===== config.mk =====
export PLATFORM = sky130hd
export DESIGN_NAME = i2c_bus_arbiter
export DESIGN_NICKNAME = d
export VERILOG_FILES = /design/src/rtl/i2c_bus_arbiter_pkg.sv /design/src/rtl/i2c_bus_arbiter_rr_pick.sv /design/src/rtl/i2c_bus_arbiter.sv
export SDC_FILE = /design/constraint.sdc
export NUM_CORES = 1
export LEC_CHECK = 0
export CORE_ASPECT_RATIO = 0.9
export CORE_MARGIN = 2
export CORE_UTILIZATION = 36
export CTS_CLUSTER_SIZE = 20
export DETAILED_ROUTE_END_ITERATION = 12
export HOLD_SLACK_MARGIN = 0.05
export PLACE_DENSITY = 0.69
export REMOVE_ABC_BUFFERS = 1
export SLEW_MARGIN = 20
export SYNTH_ARGS = -nofsm -noshare
export SYNTH_HDL_FRONTEND = slang
export SYNTH_SLANG_ARGS = --single-unit

===== constraint.sdc =====
create_clock -name iCLK -period 3.25 [get_ports iCLK]
set_clock_uncertainty 0.1 [all_clocks]
set_input_delay 0.975 -clock iCLK [delete_from_list [all_inputs] [get_ports iCLK]]
set_output_delay 0.975 -clock iCLK [all_outputs]
set_load 0.02 [all_outputs]

===== src/rtl/i2c_bus_arbiter_pkg.sv =====
// i2c_arb_pkg: shared types for the I2C bus arbiter.
//   state_e     arbiter FSM states
//   I2C_WORD_W  width of one controller word {slave,sub,data}
//   req_word_t  field view of that word
//   ptr_w()     width of a requester index for a given requester count
package i2c_arb_pkg;

  localparam int I2C_WORD_W = 24;

  typedef enum logic [2:0] {
    IDLE,
    GRANT,
    START,
    XFER,
    RESP
  } state_e;

  typedef struct packed {
    logic [7:0] slave;
    logic [7:0] sub;
    logic [7:0] data;
  } req_word_t;

  function automatic int ptr_w(input int n);
    return (n > 1) ? $clog2(n) : 1;
  endfunction

endpackage


===== src/rtl/i2c_bus_arbiter_rr_pick.sv =====
// rr_pick: combinational round-robin finder.
//   valid [N-1:0]  pending requests
//   ptr   [PW-1:0] highest-priority index this round (< N)
//   idx   [PW-1:0] first valid index at or after ptr, wrapping at N
//   hit            some request is valid
module rr_pick #(
  parameter int N  = 2,
  parameter int PW = 1
) (
  input  logic [N-1:0]  valid,
  input  logic [PW-1:0] ptr,
  output logic [PW-1:0] idx,
  output logic          hit
);

  // Rotate so bit 0 of rot is the request at ptr; the lowest set bit of rot wins.
  logic [2*N-1:0] dbl;
  logic [2*N-1:0] shifted;
  logic [N-1:0]   rot;

  assign dbl     = {valid, valid};
  assign shifted = dbl >> ptr;
  assign rot     = shifted[N-1:0];

  always_comb begin
    int s;
    idx = '0;
    hit = 1'b0;
    s   = 0;
    // Walk downward so the smallest offset is the last (winning) assignment.
    for (int k = N - 1; k >= 0; k--) begin
      if (rot[k]) begin
        s = int'(ptr) + k;
        if (s >= N) s = s - N;
        idx = PW'(s);
        hit = 1'b1;
      end
    end
  end

endmodule


===== src/rtl/i2c_bus_arbiter.sv =====
// i2c_bus_arbiter: shares one I2C_Controller write engine between NREQ requesters.
// Round-robin grant, one transfer at a time, automatic retry on NACK.
//   iCLK, iRST_N         clock, asynchronous active-low reset
//   req_valid/req_data   per-requester request and 24-bit {slave,sub,data} word
//   req_ready            one-cycle accept pulse to the granted requester
//   done/err             one-cycle completion pulse, err set on final NACK or timeout
//   busy                 grant through done pulse
//   ctl_data/ctl_start   to the controller; ctl_end/ctl_ack from it (ack=1 is NACK)
// Optional macro I2C_ARB_TIMEOUT_EN: per-attempt cycle limit TIMEOUT_CYC, abort with err.
module i2c_bus_arbiter
  import i2c_arb_pkg::*;
#(
  parameter int NREQ        = 2,
  parameter int MAX_RETRY   = 3,
  parameter int TIMEOUT_CYC = 1_000_000
) (
  input  logic                       iCLK,
  input  logic                       iRST_N,
  input  logic [NREQ-1:0]            req_valid,
  input  logic [NREQ*I2C_WORD_W-1:0] req_data,
  output logic [NREQ-1:0]            req_ready,
  output logic [NREQ-1:0]            done,
  output logic [NREQ-1:0]            err,
  output logic                       busy,
  output logic [I2C_WORD_W-1:0]      ctl_data,
  output logic                       ctl_start,
  input  logic                       ctl_end,
  input  logic                       ctl_ack
);

  localparam int PW = ptr_w(NREQ);

  if (NREQ < 2 || NREQ > 8 || MAX_RETRY < 0 || MAX_RETRY > 15 || TIMEOUT_CYC < 1) begin : g_bad_param
    $error("i2c_bus_arbiter: parameter out of range");
  end

  state_e        state, nxt;
  logic [PW-1:0] rr_ptr, gnt, pick_idx;
  logic          pick_hit;
  req_word_t     word_q;
  logic [3:0]    retry_cnt;
  logic          err_q;
  logic          tmo_hit;
  logic          retry_ok;

  logic [NREQ-1:0][I2C_WORD_W-1:0] req_words;
  assign req_words = req_data;
  assign retry_ok  = retry_cnt < 4'(MAX_RETRY);

  rr_pick #(.N(NREQ), .PW(PW)) u_pick (
    .valid (req_valid),
    .ptr   (rr_ptr),
    .idx   (pick_idx),
    .hit   (pick_hit)
  );

`ifdef I2C_ARB_TIMEOUT_EN
  // Cleared on every entry to START so each retry gets a full budget.
  logic [31:0] tmo_cnt;
  always_ff @(posedge iCLK or negedge iRST_N) begin
    if (!iRST_N)                           tmo_cnt <= '0;
    else if (nxt == START && state != START) tmo_cnt <= '0;
    else if (state == START || state == XFER) tmo_cnt <= tmo_cnt + 32'd1;
  end
  assign tmo_hit = (state == START || state == XFER) && (tmo_cnt >= 32'(TIMEOUT_CYC - 1));
`else
  assign tmo_hit = 1'b0;
`endif

  // State register
  always_ff @(posedge iCLK or negedge iRST_N) begin
    if (!iRST_N) state <= IDLE;
    else         state <= nxt;
  end

  // Next state
  always_comb begin
    nxt = state;
    case (state)
      IDLE:  if (|req_valid) nxt = GRANT;
      // A request withdrawn before the grant cycle is simply dropped.
      GRANT: nxt = pick_hit ? START : IDLE;
      START: begin
        if (tmo_hit)       nxt = RESP;
        else if (!ctl_end) nxt = XFER;
      end
      XFER: begin
        if (tmo_hit) nxt = RESP;
        else if (ctl_end) begin
          if (ctl_ack && retry_ok) nxt = START;
          else                     nxt = RESP;
        end
      end
      RESP:    nxt = IDLE;
      default: nxt = IDLE;
    endcase
  end

  // Grant latch, retry counter, error flag
  always_ff @(posedge iCLK or negedge iRST_N) begin
    if (!iRST_N) begin
      rr_ptr    <= '0;
      gnt       <= '0;
      word_q    <= '0;
      retry_cnt <= '0;
      err_q     <= 1'b0;
    end else begin
      case (state)
        GRANT: if (pick_hit) begin
          gnt       <= pick_idx;
          word_q    <= req_word_t'(req_words[pick_idx]);
          retry_cnt <= '0;
          err_q     <= 1'b0;
          rr_ptr    <= (pick_idx == PW'(NREQ - 1)) ? '0 : pick_idx + PW'(1);
        end
        START: if (tmo_hit) err_q <= 1'b1;
        XFER: begin
          if (tmo_hit) err_q <= 1'b1;
          else if (ctl_end && ctl_ack) begin
            if (retry_ok) retry_cnt <= retry_cnt + 4'd1;
            else          err_q     <= 1'b1;
          end
        end
        default: ;
      endcase
    end
  end

  // Outputs are decoded from state so reset clears them immediately.
  always_comb begin
    req_ready = '0;
    done      = '0;
    err       = '0;
    busy      = 1'b0;
    ctl_start = 1'b0;
    case (state)
      GRANT: begin
        busy      = pick_hit;
        req_ready = pick_hit ? (NREQ'(1) << pick_idx) : '0;
      end
      START: begin
        busy      = 1'b1;
        ctl_start = !tmo_hit;
      end
      XFER: busy = 1'b1;
      RESP: begin
        busy = 1'b1;
        done = NREQ'(1) << gnt;
        err  = err_q ? (NREQ'(1) << gnt) : '0;
      end
      default: ;
    endcase
  end

  assign ctl_data = word_q;

endmodule

==> metrics.md <==
| Metric | Value |
|---|---|
| DRT antenna net count | `0` |
| Top routing layer in use | `met4` |
| Min-Delay Path Depth | `1` |
| Layout area overhead | `58.2%` |
| Simple-gate portion of the synthesized area | `0.109` |
| CORE AREA | `4800 um^2` |
| Status | `finished, final reports clean` |
| R2r worst-path depth | `4` |
| Via count | `1,704` |
| Critical Path RT | `2170 ps` |
| Post-synthesis adder-cell area fraction | `0.00706` |
| Total CTS buffers | `5` |
| Commonest cells after routing, fill and taps aside | `clkdlybuf4s50_1 (80), dfrtp_1 (34), o2111a_1 (14), a221o_1 (14), a21oi_1 (12)` |
| Htree depth | `2` |
| Die ar. | `5500 um^2` |
| Post-Syn Instances | `161` |
| Least-Margin Pin Slew | `866 ps` |
| Drt total wl | `5.14 mm` |
| Die width | `77.9 um` |
| Top cells by area, synth | `dfrtp_1 (48%), o2111a_1 (8.9%), a221o_1 (7.9%), o211ai_1 (4.2%), a21oi_1 (3.7%)` |
| Distinct cells, synth | `35` |
| Compound-Gate Fraction of Synth Area | `0.335` |
| Die Ht | `70.6 um` |
| Total gr overflow | `0` |
| Std cell rows | `24` |
| WHS Endpoint | `retry_cnt[3]` |
| # hold bufs at CTS | `0` |
| Detail Placement HPWL | `3.38 mm` |
| Nets@finish | `302` |
| Vias per Instance | `5.44` |
| Critical Path Source Type | `primary input` |
| Mapped Area | `1770 um^2` |
| Iter 0 DRT Violations | `100` |
| PwrDens | `821 nW/um^2` |
| Critical Path AT | `2100 ps` |
| Post-layout min period | `3170 ps` |
| Most common cell after layout, fill and taps aside | `clkdlybuf4s50_1` |
| Initial antenna violation count | `0` |
| Clk root buf | `clkbuf_8` |
| Routed len/inst | `16.4 um` |
| Crit path kind | `in -> out` |
| Metal2 WL | `2.26 mm` |
| Largest net degree at the start of global routing | `35` |
| Global-route wire length before repair | `8.49 mm` |
| Clock Path Buffers | `2` |
| Residual DRC | `0` |
| Antenna cells | `0` |
| Slew Viols, Final | `0` |
| IO Pins | `86` |
| Gr usage total | `0.197` |
| Clk_lat worst skew | `280 ps` |
| Reg-to-reg setup timing slack | `1320 ps` |
| TritonRoute pass-1 iters | `4` |
| Share of synthesized area occupied by flip-flops and latches | `0.480` |
| Yosys top cell by area | `dfrtp_1` |
| Slew margin rel. | `0.423` |
| Final non-filler cell total | `313` |
| PortBufs | `85` |
| Layout fillers | `439` |
| RSZ-0062 raised after global routing | `false` |
| Reg-to-reg critical path endpoint | `retry_cnt[0]` |
| Yosys top cell area share | `0.480` |
| Leak Pwr | `0.00114 uW` |
| Multiplexer share of the synthesized area | `0.0120` |
| Fin. Hold Viols | `0` |
| Hold Crit Class | `reg -> reg` |
| Met3 WL post-DR | `426 um` |
| XOR/XNOR share of the synthesized area | `0` |
| Peak VDD IR | `0.373 mV` |
| Main combinational cell family by area after synthesis | `compound AO/OA/AOI/OAI gates` |
| Post-route clock period utilization | `0.976` |
| Global placement routability congestion | `0.766` |
| Maxcap violations | `0` |
| Main flop type after synthesis | `dfrtp_1` |
| Placed cells | `304` |
| CTS tree | `built` |
| CTS Sinks | `34` |
| Starting density of the core | `0.369` |
| Max Fanout on Critical Path | `4` |
| WHS | `412 ps` |
| Worst R2R Start | `retry_cnt[0]` |
| Post-Syn Area per Cell | `11.0 um^2` |
| Clock-pin slew on the worst setup and hold paths | `80 ps` |
| Final setup violation count | `0` |
| Post-synth EDFFs | `0` |
| Hold Crit Start | `retry_cnt[3]` |
| Vias in the first global route | `1,687` |
| Post-synth ARST share | `1.00` |
| Worst Setup End Kind | `output port` |
| Yosys warns | `0` |
| Met1 WL | `2.42 mm` |
| Peak Freq | `0.315 GHz` |
| Yosys reg bits | `34` |
| Ratio of cells with drive above 1 in the final layout | `0.133` |
-- what timing repair did --
| item | 4_1_cts | 5_1_grt |
|---|---|---|
| gates cloned | 0 | 0 |
| pin swaps | 0 | 1 |
| buffers inserted | 0 | 1 |
| setup endpoints to repair | 3 | 2 |
| resized for setup | 16 | 2 |
-- stage by stage --
stage                util  instance area [um^2]  total power, uW  worst slack [ps]  setup TNS (ps)
floorplan               -                  1680             1360              97.1               0
global placement    0.559                  2690             1900              -429           -1190
detailed placement  0.559                  2690             1910              -469           -1190
CTS                 0.583                  2800             2310              25.1               0
global route        0.583                  2800             2460              26.8               0
finish              0.583                  2800             2300              79.1               0
-- cell usage after synthesis (all sizes together) (2+ instances only) --
cell    number
inv          3
nor2         6
a21oi       13
nor3b        4
o21ai       11
a21o         2
o211ai      10
and2         3
nor3         2
nor2b        3
a31oi       10
buf          9
clkbuf       8
a221o       14
o2111a      14
dfrtp       34
nand2        3
-- power breakdown --
part           switching, uW  total (uW)  internal [uW]
Sequential               139         755            616
Combinational            565        1150            586
Clock                    167         395            228
Total                    872        2300           1430
-- state kept, by name, indices dropped and copies added (netlist names) --
register   cells
err_q          1
state          3
ctl_data      24
gnt            1
rr_ptr         1
retry_cnt      4
-- layout make-up --
class	count	area (um^2)	area share
Clock inverter	3	45.0	0.0161
Clock buffer	5	68.8	0.0246
Multi-Input combinational cell	107	833	0.297
Inverter	3	11.3	0.00402
Sequential cell	34	851	0.304
Timing Repair Buffer	96	912	0.325
Tap cell	65	81.3	0.0290
-- worst max-delay path: stages --
cell             delay, ps
clkdlybuf4s50_1        450
or2_4                  260
a21oi_2                160
o21ai_0                 80
buf_2                  160
-- how the worst max path moves through the flow --
stage	slack [ps]	endpoint	startpoint	depth (start not counted)
2_1_floorplan	100	req_ready[1]	req_valid[0]	2
3_3_place_gp	-430	busy	req_valid[1]	5
3_5_place_dp	-470	req_ready[0]	req_valid[1]	4
4_1_cts	30	busy	req_valid[0]	5
5_1_grt	30	busy	req_valid[0]	5
6_report	80	busy	req_valid[0]	5
-- metal layers --
layer  vias to the layer above  track usage
met4                         0       0.0526
li1                        819            -
met1                       798        0.274
met3                         2       0.0663
met5                         -            0
met2                        85        0.297
-- cells by family (layout without fill, tap and decap cells) --
| family | Yosys count | in the layout |
|---|---|---|
| mux | 2 | 2 |
| compound gates | 77 | 77 |
| flops | 34 | 34 |
| simple gates | 27 | 27 |
| fa+ha+maj | 1 | 1 |
| buf+inv | 20 | 107 |
Power figures use the tool's default switching activity.
